<file path="config.mk">
export PLATFORM = sky130hd
export DESIGN_NAME = vc_test_mem_initiator_1port
export DESIGN_NICKNAME = d
export VERILOG_FILES = /design/src/rtl/vc_test_mem_initiator_1port.sv
export SDC_FILE = /design/constraint.sdc
export NUM_CORES = 1
export LEC_CHECK = 0
export ABC_AREA = 1
export BUFFER_PORTS_ARGS = -buffer_cell sky130_fd_sc_hd__clkbuf_2
export CELL_PAD_IN_SITES_DETAIL_PLACEMENT = 1
export CELL_PAD_IN_SITES_GLOBAL_PLACEMENT = 2
export CORE_MARGIN = 2
export CORE_UTILIZATION = 31
export DETAILED_ROUTE_END_ITERATION = 8
export PLACE_DENSITY = 0.83
export REMOVE_ABC_BUFFERS = 1
export SLEW_MARGIN = 20
export SYNTH_ARGS = -nofsm -noshare
export SYNTH_HDL_FRONTEND = slang
export SYNTH_SLANG_ARGS = --single-unit
export TNS_END_PERCENT = 30
</file>
<file path="constraint.sdc">
create_clock -name clk -period 3.18 [get_ports clk]
set_input_delay 0.318 -clock clk [delete_from_list [all_inputs] [get_ports clk]]
set_output_delay 0.318 -clock clk [all_outputs]
set_load 0.005 [all_outputs]
</file>
<file path="src/rtl/vc_test_mem_initiator_1port.sv">
// Self-checking memory initiator: writes a pattern to a block of words, reads it
// back and counts response mismatches. Inter-request gaps come from a 16-bit LFSR.
module vc_test_mem_initiator_1port #(
  parameter int unsigned p_opaque_nbits    = 8,
  parameter int unsigned p_addr_nbits      = 32,
  parameter int unsigned p_data_nbits      = 32,
  parameter int unsigned p_num_words       = 16,
  parameter logic [p_addr_nbits-1:0] p_base_addr = '0,
  parameter int unsigned p_max_outstanding = 4,
  parameter logic [15:0] p_lfsr_seed       = 16'hACE1
) (
  input  logic                                             clk,
  input  logic                                             reset,
  input  logic                                             start,
  input  logic [31:0]                                      max_delay,
  output logic                                             memreq_val,
  input  logic                                             memreq_rdy,
  output logic [3+p_opaque_nbits+p_addr_nbits+2+p_data_nbits-1:0] memreq_msg,
  input  logic                                             memresp_val,
  output logic                                             memresp_rdy,
  input  logic [3+p_opaque_nbits+2+p_data_nbits-1:0]       memresp_msg,
  output logic                                             busy,
  output logic                                             done,
  output logic                                             pass,
  output logic [15:0]                                      num_errors
);

  localparam int unsigned REQ_W  = 3 + p_opaque_nbits + p_addr_nbits + 2 + p_data_nbits;
  localparam int unsigned RESP_W = 3 + p_opaque_nbits + 2 + p_data_nbits;
  localparam int unsigned IW     = 17;
  localparam int unsigned OW     = $clog2(p_max_outstanding + 1);
  localparam logic [IW-1:0] LAST_IDX = IW'(p_num_words - 1);
  localparam logic [OW-1:0] MAX_OUT  = OW'(p_max_outstanding);

  typedef enum logic [2:0] {
    S_IDLE, S_WR, S_WR_DRAIN, S_RD, S_RD_DRAIN, S_DONE
  } state_t;

  state_t                   state_q, state_d;
  logic [IW-1:0]            idx_q, idx_d;
  logic [IW-1:0]            chk_q, chk_d;
  logic [OW-1:0]            outst_q, outst_d;
  logic [15:0]              lfsr_q, lfsr_d;
  logic [7:0]               gap_q, gap_d;
  logic [15:0]              errors_q, errors_d;
  logic                     done_q, done_d;
  logic                     pass_q, pass_d;
  logic                     busy_q, busy_d;
  logic                     req_val_q, req_val_d;
  logic                     resp_rdy_q, resp_rdy_d;
  logic [REQ_W-1:0]         req_msg_q, req_msg_d;

  logic                      req_fire, resp_fire, resp_ok, resp_err, wr_phase;
  logic [2:0]                resp_type;
  logic [p_opaque_nbits-1:0] resp_opaque;
  logic [1:0]                resp_len;
  logic [p_data_nbits-1:0]   resp_data;
  logic [p_addr_nbits-1:0]   req_addr;
  logic                      unused_bits;

  function automatic logic [p_data_nbits-1:0] pattern(input logic [15:0] i);
    return p_data_nbits'(32'hC0DE_0000 | {16'h0000, i});
  endfunction

  assign resp_type   = memresp_msg[RESP_W-1 -: 3];
  assign resp_opaque = memresp_msg[RESP_W-4 -: p_opaque_nbits];
  assign resp_len    = memresp_msg[p_data_nbits+1 -: 2];
  assign resp_data   = memresp_msg[p_data_nbits-1:0];
  assign unused_bits = ^{max_delay[31:8], resp_len};

  assign req_fire  = req_val_q & memreq_rdy;
  assign resp_fire = memresp_val & resp_rdy_q;
  assign resp_ok   = resp_fire && (outst_q != '0);
  assign wr_phase  = (state_q == S_WR) || (state_q == S_WR_DRAIN);

  always_comb begin
    resp_err = 1'b0;
    if (resp_fire) begin
      if (outst_q == '0)
        resp_err = 1'b1;
      else if (resp_opaque != p_opaque_nbits'(chk_q))
        resp_err = 1'b1;
      else if (resp_type != (wr_phase ? 3'd1 : 3'd0))
        resp_err = 1'b1;
      else if (!wr_phase && (resp_data != pattern(chk_q[15:0])))
        resp_err = 1'b1;
    end
  end

  always_comb begin
    state_d  = state_q;
    idx_d    = idx_q;
    chk_d    = chk_q;
    outst_d  = outst_q;
    lfsr_d   = lfsr_q;
    gap_d    = gap_q;
    errors_d = errors_q;
    done_d   = done_q;
    pass_d   = pass_q;

    if (req_fire) begin
      idx_d  = idx_q + IW'(1);
      lfsr_d = {lfsr_q[14:0], lfsr_q[15] ^ lfsr_q[13] ^ lfsr_q[12] ^ lfsr_q[10]};
      gap_d  = lfsr_q[7:0] & max_delay[7:0];
    end else if (gap_q != 8'd0) begin
      gap_d = gap_q - 8'd1;
    end

    case ({req_fire, resp_ok})
      2'b10:   outst_d = outst_q + OW'(1);
      2'b01:   outst_d = outst_q - OW'(1);
      default: outst_d = outst_q;
    endcase

    // A stray response (nothing outstanding) is an error but never advances the check index.
    if (resp_ok)
      chk_d = chk_q + IW'(1);
    if (resp_err && (errors_q != 16'hFFFF))
      errors_d = errors_q + 16'd1;

    case (state_q)
      S_IDLE, S_DONE: begin
        if (start) begin
          state_d  = S_WR;
          errors_d = 16'd0;
          pass_d   = 1'b0;
          done_d   = 1'b0;
          idx_d    = '0;
          chk_d    = '0;
          outst_d  = '0;
        end
      end
      S_WR: if (req_fire && (idx_q == LAST_IDX)) state_d = S_WR_DRAIN;
      S_WR_DRAIN: begin
        if (outst_q == '0) begin
          state_d = S_RD;
          idx_d   = '0;
          chk_d   = '0;
        end
      end
      S_RD: if (req_fire && (idx_q == LAST_IDX)) state_d = S_RD_DRAIN;
      S_RD_DRAIN: begin
        if (outst_q == '0) begin
          state_d = S_DONE;
          done_d  = 1'b1;
          pass_d  = (errors_d == 16'd0);
        end
      end
      default: state_d = S_IDLE;
    endcase
  end

  // Outputs are registered from next-state values so nothing depends on memreq_rdy combinationally.
  always_comb begin
    req_val_d  = ((state_d == S_WR) || (state_d == S_RD)) &&
                 (gap_d == 8'd0) && (outst_d < MAX_OUT);
    busy_d     = (state_d == S_WR) || (state_d == S_WR_DRAIN) ||
                 (state_d == S_RD) || (state_d == S_RD_DRAIN);
    resp_rdy_d = busy_d;
    req_addr   = p_base_addr + (p_addr_nbits'(idx_d) << 2);
    req_msg_d  = {(state_d == S_WR) ? 3'd1 : 3'd0,
                  p_opaque_nbits'(idx_d),
                  req_addr,
                  2'b00,
                  (state_d == S_WR) ? pattern(idx_d[15:0]) : {p_data_nbits{1'b0}}};
  end

  always_ff @(posedge clk or negedge reset) begin
    if (!reset) begin
      state_q    <= S_IDLE;
      idx_q      <= '0;
      chk_q      <= '0;
      outst_q    <= '0;
      lfsr_q     <= p_lfsr_seed;
      gap_q      <= 8'd0;
      errors_q   <= 16'd0;
      done_q     <= 1'b0;
      pass_q     <= 1'b0;
      busy_q     <= 1'b0;
      req_val_q  <= 1'b0;
      resp_rdy_q <= 1'b0;
      req_msg_q  <= '0;
    end else begin
      state_q    <= state_d;
      idx_q      <= idx_d;
      chk_q      <= chk_d;
      outst_q    <= outst_d;
      lfsr_q     <= lfsr_d;
      gap_q      <= gap_d;
      errors_q   <= errors_d;
      done_q     <= done_d;
      pass_q     <= pass_d;
      busy_q     <= busy_d;
      req_val_q  <= req_val_d;
      resp_rdy_q <= resp_rdy_d;
      req_msg_q  <= req_msg_d;
    end
  end

  assign memreq_val  = req_val_q;
  assign memreq_msg  = req_msg_q;
  assign memresp_rdy = resp_rdy_q;
  assign busy        = busy_q;
  assign done        = done_q;
  assign pass        = pass_q;
  assign num_errors  = errors_q;

endmodule

</file>
Yosys cells after proc, flatten, opt, wreduce, memory -nomap -nowiden

Index checks and enable logic that the tools add are counted.

Register bits: 144
Input bits: 82
Word-level logic and storage cells: 99
Output and inout bits: 98

Reduce and logical (&&, ||, !) cells: 21
Add/sub/neg operators: 6
Muxes and demuxes: 35
Magnitude comparators: 1
Bitwise gates (word level): 6
Equality and inequality tests: 18

Operators with widths:

| cell                                              | number |
|---|---|
| two-way mux 17 bit                                | 6 |
| case mux 17 bit (2 select lines)                  | 2 |
| two-way mux 16 bit                                | 3 |
| adder 17 x 1 -> 17 bit (second input constant)    | 2 |
| two-way mux 32 bit                                | 1 |
| inequality test 32 bit                            | 1 |
| two-way mux 3 bit                                 | 7 |
| == test 17 x 4 -> 1 bit (second input constant)   | 1 |
| adder 16 x 1 -> 16 bit (second input constant)    | 1 |
| zero test 16 bit                                  | 1 |
| two-way mux 8 bit                                 | 2 |
| inequality test 16 bit (second input constant)    | 1 |
| case mux 3 bit (5 select lines)                   | 1 |
| == test 3 x 2 -> 1 bit (second input constant)    | 4 |
| two-way mux 1 bit                                 | 10 |
| == test 3 bit (second input constant)             | 3 |
| AND 8 bit                                         | 1 |
| zero test 8 bit                                   | 1 |
| inequality test 8 bit                             | 1 |
| nonzero test 8 bit                                | 1 |
| subtractor 8 x 1 -> 8 bit (second input constant) | 1 |
| == test 3 x 1 -> 1 bit (second input constant)    | 2 |
| logical AND 1 bit                                 | 6 |
| zero test 3 bit                                   | 2 |
| other kinds (17)                                  | 26 |

Longest topological paths before layout

Gate-level depths: netlist of the first run.

Depth after elaboration: 14
Mapped depth: 18
Mapped depth without buffers: 17

Least setup slack after synthesis of the first run

No wires, ideal clock.

Path kind: register -> register
Start point: register req_val_q (netlist: memreq_val)
End point: register req_val_q (netlist: memreq_val)
Period minus slack after synthesis: 2143 ps
Buffers on the path: 2
Path slack: 1037 ps
Library setup time: 125 ps
Data required time: 3055 ps
Stages on the path, launching flop included: 11
Data arrival time: 2017 ps
Cell sequence: dfrtp_1 nand2_2 clkbuf_1 clkbuf_1 ha_1 fa_1 nor2_1 nor2_1 and3_1 nor3_1 nor2_1

Elaborated cells between the ends (all ways): 18
Classes of those cells: order compare (1); eq/ne (4); mux (7); bitwise (1); reduce/logical (5)

RTL lines:

| what                                                    | RTL line | text |
|---|---|---|
| start, declared                                         | 49       | `logic req_val_q, req_val_d;` |
| start signal, assigned                                  | 194      | `req_val_q <= req_val_d;` |
| AND 1 bit *                                             | 71       | `assign req_fire = req_val_q & memreq_rdy;` |
| == test 2 x 1 -> 1 bit or == test 2 bit (tied branches) | 109      | `case ({req_fire, resp_ok})` |
| case mux 3 bit (2 select lines) *                       | 109      |  |
| two-way mux 3 bit                                       | 123      | `if (start) begin` |
| two-way mux 3 bit *                                     | 121      | `case (state_q)` |
| named net outst_d[2]                                    | 42       | `logic [OW-1:0] outst_q, outst_d;` |
| less-than comparator 3 bit *                            | 156      | `(gap_d == 8'd0) && (outst_d < MAX_OUT);` |
| logical AND 1 bit *                                     | 156      |  |
| named net req_val_d                                     | 49       |  |

Mark *: on every way through the listed nets, which the timed path passes. The rest lies on a longest branch.
A chain may end at the register's enable or synchronous reset.

Worst setup path after layout of the first run

Start point: register idx_q[0]
End point: register req_msg_q[14] (netlist: memreq_msg[14])

Word-level cells in the longest chain between the ends: 6
Elaborated cells between the ends (all ways): 12
Classes of those cells: add/sub (1); eq/ne (2); mux (8); reduce/logical (1)

RTL lines:

| what                                 | RTL line | text |
|---|---|---|
| start, declared                      | 40       | `logic [IW-1:0] idx_q, idx_d;` |
| start signal, assigned               | 185      | `idx_q <= idx_d;` |
| == test 17 x 4 -> 1 bit *            | 133, 141 |  |
| logical AND 1 bit *                  | 133, 141 |  |
| two-way mux 3 bit (on tied branches) | 141, 133 |  |
| case mux 3 bit (5 select lines) *    | 121      |  |
| named net state_d[1]                 | 39       | `state_t state_q, state_d;` |
| == test 3 x 1 -> 1 bit *             | 165      | `(state_d == S_WR) ? pattern(idx_d[15:0]) : {p_data_nbits{1'b0}}};` |
| two-way mux 32 bit *                 | 165      |  |
| named net req_msg_d[14]              | 51       | `logic [REQ_W-1:0] req_msg_q, req_msg_d;` |
| end signal, assigned                 | 196      | `req_msg_q <= req_msg_d;` |
| end, declared                        | 51       |  |

Marked as above.

==> impl_metrics.json, run 1 <==
{
  "irDropWorstVdd_uv": 258,
  "n_fill_cell": 2342,
  "antenna_found_initial": 0,
  "skew_ns": 0.00947,
  "worst_r2r_endpoint": "memreq_msg[14]",
  "reg2reg_depth": 8,
  "path_max_fanout": 17,
  "finalSetupViolations": 0,
  "leakagePower_uw": 0.00371,
  "via_per_inst": 4.49,
  "io_pins": 180,
  "die_x_um": 143,
  "cts.repair.resized": 0,
  "synth_edf_count": 0,
  "period_share": 0.727,
  "dp.cells": 1114,
  "numCtsBuffers": 9,
  "clk_latency_ns": 0.36,
  "fin_crit_ns": 2.31,
  "worstSetupStartpointType": "register",
  "hold_buffers": 1,
  "intPower_uw": 2360,
  "slew_headroom": 0.586,
  "clock-root-buffer": "clkbuf_16",
  "die_y_um": 143,
  "p_sw_uw": 1080,
  "yosys_warnings": 0,
  "core_area_sq_um": 18800,
  "rrSetupSlack_ns": 0.87,
  "vias": 5079,
  "path_class": "register to register",
  "syn_area_per_cell_sq_um": 7.67,
  "fin_tns_setup_ns": 0,
  "placed_cell_area_sq_um": 6640,
  "p_sw_frac": 0.314,
  "crit_required_ns": 3.45,
  "cp.arrival_ns": 2.58,
  "routedWlPerCell_um": 13.8,
  "clock_path_buffers": 2,
  "diodes": 0,
  "netlist-cell-type-count": 46,
  "worst_slew_pin_slew_ns": 0.621,
  "slew_viol_final": 0,
  "hold_viol_final": 0,
  "totalWireLength_um": 15600,
  "min-delay-path-class": "input pin to register",
  "syn_area_sq_um": 5970,
  "timing.rr.start": "idx_q[0]",
  "initial_core_util": 0.318,
  "row_count": 50,
  "stdcell_count": 1131,
  "rsz0062_at_grt": "false",
  "async_flop_share": 1.00,
  "layout-drive-gt1-share": 0.227,
  "dieArea_sq_um": 20400,
  "cp-end-kind": "register",
  "path_clk_slew_ns": 0.07,
  "seqPwrFrac": 0.443,
  "drc": 0,
  "post-dp-hpwl_um": 11700,
  "place.gp.congestion": 0.733,
  "grt_pass1_vias": 5204,
  "initialDrtViolationCount": 153,
  "min_path_cells": 3,
  "post_cts_buffers": 0,
  "htreeDepth": 3,
  "portBuffers": 126,
  "area_delta_synth_final_pct": 16.8,
  "grt_pass1_wl_um": 25500,
  "synthFlopType": "dfrtp_1",
  "power_frac_comb": 0.198,
  "maxCapViolCount": 0,
  "grt.total_usage": 0.158,
  "cts_sinks": 100,
  "grt_max_degree": 55,
  "min_to": "gap_q[5]",
  "ys_seq_area_frac": 0.421,
  "fmax_mhz": 433,
  "drtAntennaViolNets": 0,
  "grt_overflow": 0,
  "design_area_sq_um": 6970,
  "power_density_nw_per_um2": 493,
  "status": "finished, final reports clean",
  "ys_ff_latch": 100,
  "synthCells": 778,
  "hold_start": "max_delay[5]",
  "nNetsFinal": 981,
  "clockPowerShare": 0.360,
  "cts_tree": "built",
  "drt_pass1_iterations": 4
}
logic make-up (layout without fill, tap and decap cells):
group / count (synthesis) / in the layout / share of synthesized area
mux: 1 / 1 / 0.00168
xor+xnor: 37 / 37 / 0.0543
compound gates: 68 / 68 / 0.0658
other cells: 1 / 27 / 0.000628
flops: 100 / 100 / 0.421
fa+ha+maj: 7 / 7 / 0.0159
simple gates: 392 / 392 / 0.297
buf+inv: 172 / 265 / 0.144
layer usage:
metal | vias up | routed length, um | track usage
li1 | 2572 | - | -
met1 | 2387 | 7220 | 0.200
met2 | 100 | 7450 | 0.272
met3 | 20 | 589 | 0.0312
met4 | 0 | 304 | 0.0511
met5 | - | 0 | 0
critical path, stage by stage (launching register included):
cell     delay (ns)
dfrtp_1        0.45
ha_1           0.22
nand3_1        0.10
nor4_2         0.43
nand3_1        0.15
nor3b_2        0.20
nor2_1         0.12
nand2_2        0.28
nor3_1         0.27
state kept, by name, summed over array words and instances (netlist names):
signal and cells:
memreq_msg 18, chk_q 16, idx_q 16, lfsr_q 16
num_errors 16, gap_q 8, outst_q 3, state_q 3
done 1, memreq_val 1, memresp_rdy 1, pass 1
final cells by class:
cell class / instances / area [sq um] / share of cell area
clock buffer: 10 / 229 / 0.0329
clock inverter: 6 / 93.8 / 0.0135
inverter: 115 / 437 / 0.0627
multi-input combinational: 532 / 2700 / 0.387
sequential: 100 / 2510 / 0.361
tap: 234 / 293 / 0.0420
timing repair buffer: 134 / 708 / 0.102
cell usage after synthesis, types with 5 or more instances:
library cell	n	area [sq um]
nand2_1	179	672
nor2_1	111	417
inv_1	107	402
dfrtp_1	92	2300
buf_4	44	330
nand3_1	30	150
a21oi_1	27	135
xor2_1	25	219
o21ai_0	23	115
nand4_1	20	125
nor3_1	17	85.1
xnor2_1	12	105
nor3_2	11	110
clkbuf_1	8	30.0
dfstp_2	8	210
nand2_2	7	43.8
o21ai_2	7	61.3
ha_1	6	75.1
inv_2	5	18.8
how the worst max path moves through the flow:
stage | cells past startpoint | start | endpoint
4_1_cts | 8 | idx_q[0] | memreq_msg[14]
6_report | 8 | idx_q[0] | memreq_msg[14]
5_1_grt | 8 | idx_q[1] | memreq_msg[2]
2_1_floorplan | 11 | state_q[0] | memreq_msg[14]
3_3_place_gp | 8 | idx_q[0] | memreq_msg[14]
3_5_place_dp | 8 | idx_q[0] | memreq_msg[14]
metrics by stage:
step,hold WS (ns),util,power [uW],setup WS [ns]
after floorplan,0.0224,-,1990,0.842
after global placement,0.384,0.354,2220,0.834
after detailed placement,0.384,0.354,2240,0.786
after CTS,0.173,0.371,3500,0.756
after global routing,0.209,0.371,3680,0.568
final,0.188,0.371,3440,0.868
layout by cell type, fill, tap and decap left out, drive strengths merged, types with 27 or more instances in the layout:
cell type and instances:
nand3 32, nor2 116, o21ai 32, conb 27, a21oi 28, inv 116, dfrtp 92, nand2 188
nor3 30, clkbuf 135
power by group through the flow:
stage / clock, uW / sequential (uW) / combinational (uW)
after global placement: 0 / 1540 / 676
after CTS: 1280 / 1520 / 697
after global routing: 1330 / 1550 / 802
after detailed placement: 0 / 1550 / 694
after floorplan: 0 / 1520 / 469
final: 1240 / 1520 / 679
No activity file was read; power rests on OpenSTA's default activity.
==> run 2: changes to the inputs <==
CORE_UTILIZATION = 26   (was 31)
PLACE_DENSITY = 0.74   (was 0.83)
clock period = 1.9 ns   (was 3.18 ns; I/O delays follow)
==> impl_metrics.json, run 2 (synthesis results as in run 1) <==
{
  "fin_crit_ns": 2.07,
  "antenna_found_initial": 0,
  "initial_core_util": 0.264,
  "layout-drive-gt1-share": 0.414,
  "clock-root-buffer": "clkbuf_16",
  "whs_ns": 0.0920,
  "path_max_fanout": 3,
  "initialDrtViolationCount": 176,
  "final_cell_mix": "169 x nand2_1, 158 x buf_4, 125 x clkbuf_2",
  "vias": 5734,
  "skew_ns": 0.00672,
  "totalWireLength_um": 18200,
  "min-delay-path-class": "input pin to register",
  "maxCapViolCount": 0,
  "die_y_um": 155,
  "diodes": 0,
  "power_density_nw_per_um2": 741,
  "row_count": 55,
  "fmax_mhz": 483,
  "via_per_inst": 4.27,
  "cts_sinks": 100,
  "cpMaxStageDelayCell": "dfrtp_1",
  "nNetsFinal": 1142,
  "slew_viol_final": 0,
  "place.gp.congestion": 0.795,
  "cts_tree": "built",
  "status": "finished, violations left",
  "area_delta_synth_final_pct": 45.5,
  "clk_latency_ns": 0.36,
  "grt_overflow": 0,
  "hold_viol_final": 0,
  "rsz0062_at_grt": "true",
  "path_class": "register to register",
  "finalSetupViolations": 26,
  "routedWlPerCell_um": 13.5,
  "cpPeakStageDelay_ns": 0.36,
  "period_share": 1.09,
  "path_delay_family": "simple AND/OR/NAND/NOR gates",
  "grt_max_degree": 41,
  "largest_reg_flops": 18,
  "cp.buffers_inverters": 4,
  "fin_ws_ns": -0.171,
  "grt_pass1_vias": 6053,
  "irDropWorstVdd_uv": 496,
  "path_clk_slew_ns": 0.07,
  "core_area_sq_um": 22600,
  "clock_path_buffers": 2,
  "htreeDepth": 3,
  "cp-end-kind": "register",
  "die_x_um": 155,
  "leakagePower_uw": 0.00459,
  "io_pins": 180,
  "path_cells": "nand2_2 > clkinv_4 > buf_6 > nand2_4 > nor2_4 > inv_2 > nor3_4 > nand3_2 > nor2_2 > inv_2 > nor2_4 > nand2_2 > nor3_2 > xor2_1 > nor2_1",
  "numCtsBuffers": 9,
  "post-dp-hpwl_um": 14000,
  "dp.cells": 1310,
  "layout_commonest_cell": "nand2_1",
  "fin_tns_setup_ns": -2.22,
  "n_fill_cell": 2776,
  "worstSetupStartpointType": "register",
  "violations": "negative setup slack",
  "grt_pass1_wl_um": 30000,
  "grt.total_usage": 0.155,
  "drt_pass1_iterations": 4,
  "drc": 0,
  "dieArea_sq_um": 24200,
  "cp.arrival_ns": 2.31,
  "drtAntennaViolNets": 0,
  "portBuffers": 126,
  "crit_required_ns": 2.14,
  "stdcell_count": 1343
}
[run 2: cell count changes in the layout (fill, tap and decap cells not counted), sizes merged]
cell      delta
buf        +161
clkbuf       -1
inv          +1
bufinv       -1
clkinvlp     +1
[run 2: layout make-up]
cell class | count | area (sq um) | share of cell area
clock buffer | 9 | 225 | 0.0259
timing repair buffer | 295 | 2000 | 0.230
multi-input combinational | 532 | 3060 | 0.352
inverter | 115 | 444 | 0.0512
sequential | 100 | 2510 | 0.290
clock inverter | 7 | 91.3 | 0.0105
tap | 285 | 357 | 0.0411
[run 2: routing by layer]
layer  GRT usage  share of wire  vias to the layer above
met4      0.0393          0.016                        0
li1            -              -                     2911
met5           0              0                        -
met1       0.198           0.45                     2704
met3      0.0287          0.037                       15
met2       0.271           0.49                      104
[run 2: per-stage QoR]
step / worst slack (ns) / utilization / total power, uW / instance area, sq um
after floorplan: -0.438 / - / 3320 / 5640
after global placement: -0.261 / 0.346 / 4220 / 7810
after detailed placement: -0.279 / 0.346 / 4260 / 7810
after CTS: -0.205 / 0.373 / 6420 / 8410
after global routing: -0.334 / 0.385 / 6900 / 8680
final: -0.171 / 0.385 / 6430 / 8680
[run 2: what timing repair did]
action / CTS / global route
hold buffers: 1 / 0
gates resized for setup: 49 / 61
pin swaps: 12 / 32
endpoints found under the hold margin: 23 / 0
gates cloned: 1 / 0
setup buffers: 7 / 8
endpoints found under the setup margin: 34 / 54
[run 2: tightest hold or removal path, cell delays in order]
cell and delay, ns:
clkbuf_2 0.08, a21oi_1 0.05, inv_1 0.08
[run 2: final timing paths]
path / start / end / slack (ns) / depth (start not counted)
max reg2reg: memreq_val / memreq_msg[52] / -0.17 / 15
min in group asynchronous: reset / gap_q[1] / 0.31 / 2
min: max_delay[5] / gap_q[5] / 0.09 / 3
min reg2reg: lfsr_q[15] / lfsr_q[15] / 0.48 / 2
max: memreq_val / memreq_msg[52] / -0.17 / 15
max in group asynchronous: reset / lfsr_q[5] / 0.95 / 3
[run 2: power breakdown]
part / switching, uW / internal (uW) / leakage [uW]
sequential: 166 / 2320 / 0.00123
clock: 947 / 1060 / 0.000152
combinational: 1000 / 943 / 0.00321
==> run 3: changes to the inputs <==
PLACE_DENSITY = unset   (was 0.74)
PLACE_DENSITY_LB_ADDON = 0.1   (was unset)
==> impl_metrics.json, run 3 (synthesis results as in run 1) <==
{
  "drtAntennaViolNets": 0,
  "cts_tree": "built",
  "fin_ws_ns": -0.110,
  "nNetsFinal": 1152,
  "min-delay-path-class": "input pin to register",
  "grt_overflow": 0,
  "grt.total_usage": 0.166,
  "io_pins": 180,
  "antenna_found_initial": 0,
  "numCtsBuffers": 9,
  "core_area_sq_um": 22600,
  "timing.rr.start": "chk_q[0]",
  "period_share": 1.06,
  "worst_r2r_endpoint": "pass",
  "leakagePower_uw": 0.00466,
  "path_max_fanout": 12,
  "path_class": "register to register",
  "crit_required_ns": 2.14,
  "rsz0062_at_grt": "true",
  "totalWireLength_um": 19700,
  "dp_slack_ns": -0.318,
  "min_to": "gap_q[5]",
  "n_fill_cell": 2772,
  "drt_pass1_iterations": 4,
  "hold_viol_final": 0,
  "hold_start": "max_delay[5]",
  "drc": 0,
  "grt_max_degree": 37,
  "htreeDepth": 3,
  "row_count": 55,
  "slew_viol_final": 0,
  "dp.cells": 1303,
  "vias": 5883,
  "dieArea_sq_um": 24200,
  "initial_core_util": 0.264,
  "grt_pass1_wl_um": 31800,
  "skew_ns": 0.00986,
  "irDropWorstVdd_uv": 390,
  "path_clk_slew_ns": 0.08,
  "cp.arrival_ns": 2.25,
  "layout-drive-gt1-share": 0.434,
  "finalSetupViolations": 27,
  "via_per_inst": 4.35,
  "routedWlPerCell_um": 14.6,
  "clk_latency_ns": 0.35,
  "rrSetupSlack_ns": -0.11,
  "cp-end-kind": "register",
  "slew_headroom": 0.615,
  "cts_sinks": 100,
  "fmax_mhz": 497,
  "die_x_um": 155,
  "initialDrtViolationCount": 177,
  "reg2reg_depth": 18,
  "worstSetupStartpointType": "register",
  "worst_slew_pin_slew_ns": 0.578,
  "place.gp.congestion": 0.818,
  "die_y_um": 155,
  "area_delta_synth_final_pct": 49.1,
  "final_cell_mix": "170 x nand2_1, 165 x buf_4, 125 x clkbuf_2",
  "largest_reg_flops": 18,
  "maxCapViolCount": 0,
  "post-dp-hpwl_um": 14700,
  "grt_pass1_vias": 6306,
  "layout_commonest_cell": "nand2_1",
  "portBuffers": 126,
  "clock_path_buffers": 2,
  "diodes": 0,
  "fin_crit_ns": 2.01,
  "violations": "negative setup slack",
  "whs_ns": 0.111,
  "clock-root-buffer": "clkbuf_16",
  "power_uw": 6570,
  "min_path_cells": 3,
  "stdcell_count": 1353,
  "status": "finished, violations left",
  "final_util": 0.394,
  "power_density_nw_per_um2": 738
}
[run 3: cell types whose count changed in the layout (fill, tap and decap cells not counted), moves of 3 or more]
cell / change
nor3_4: +8
buf_4: +7
nor3_2: -7
ha_2: +4
nor2_1: -4
a21oi_1: -3
a21oi_2: +3
clkbuf_16: +3
ha_1: -3
inv_1: -3
inv_2: +3
nor2_4: +3
[run 3: final cells by class]
type | instances | area [sq um] | area share
multi-input combinational | 533 | 3190 | 0.359
sequential | 100 | 2510 | 0.283
timing repair buffer | 304 | 2090 | 0.235
inverter | 115 | 444 | 0.0499
tap | 285 | 357 | 0.0401
clock buffer | 10 | 229 | 0.0257
clock inverter | 6 | 76.3 | 0.00858
[run 3: report_power, final]
| part | total [uW] | switching (uW) | leakage [uW] | internal, uW |
|---|---|---|---|---|
| clock network | 1980 | 927 | 0.000150 | 1050 |
| registers | 2460 | 142 | 0.00123 | 2320 |
| logic | 2130 | 1090 | 0.00328 | 1040 |
[run 3: worst max-delay path by stage]
| stage | from | endpoint | slack [ns] | depth (start not counted) |
|---|---|---|---|---|
| floorplan | state_q[0] | memreq_msg[14] | -0.44 | 11 |
| global placement | memresp_rdy | chk_q[14] | -0.24 | 15 |
| detailed placement | memresp_rdy | chk_q[14] | -0.32 | 15 |
| CTS | num_errors[7] | pass | -0.18 | 13 |
| global route | chk_q[0] | pass | -0.28 | 17 |
| finish | chk_q[0] | pass | -0.11 | 18 |
[run 3: routing by layer]
metal | global-route usage | up-vias | share of wire
li1 | - | 2924 | -
met3 | 0.0253 | 10 | 0.031
met1 | 0.207 | 2855 | 0.44
met2 | 0.303 | 94 | 0.52
met5 | 0 | - | 0
met4 | 0.0315 | 0 | 0.0088
[run 3: through the flow]
stage          TNS, ns  cell area [sq um]
5_1_grt          -6.08               8900
4_1_cts          -2.30               8450
3_5_place_dp     -4.82               7750
3_3_place_gp     -3.11               7750
2_1_floorplan    -7.88               5640
6_report         -1.18               8900
[run 3: critical path, stage by stage, from the launching register on]
cell and delay (ns):
dfrtp_1 0.40, buf_6 0.14, nand2_4 0.04, inv_2 0.03, nor2_1 0.09, nor2_1 0.05
nand2_1 0.06, nor2_1 0.04, nand3_1 0.07, nand2_2 0.07, nand2_4 0.13, nand3_4 0.18
buf_4 0.19, o21ai_2 0.12, inv_2 0.05, nand3_1 0.09, nor2_2 0.04, nand2_1 0.05
nand2_1 0.04
[run 3: repair_timing]
item / 4_1_cts / 5_1_grt
hold endpoints to repair: 23 / 0
setup buffers: 19 / 13
hold buffers: 1 / 0
pin swaps: 30 / 32
gates resized for setup: 57 / 83
cloned: 2 / 3
setup endpoints to repair: 42 / 52
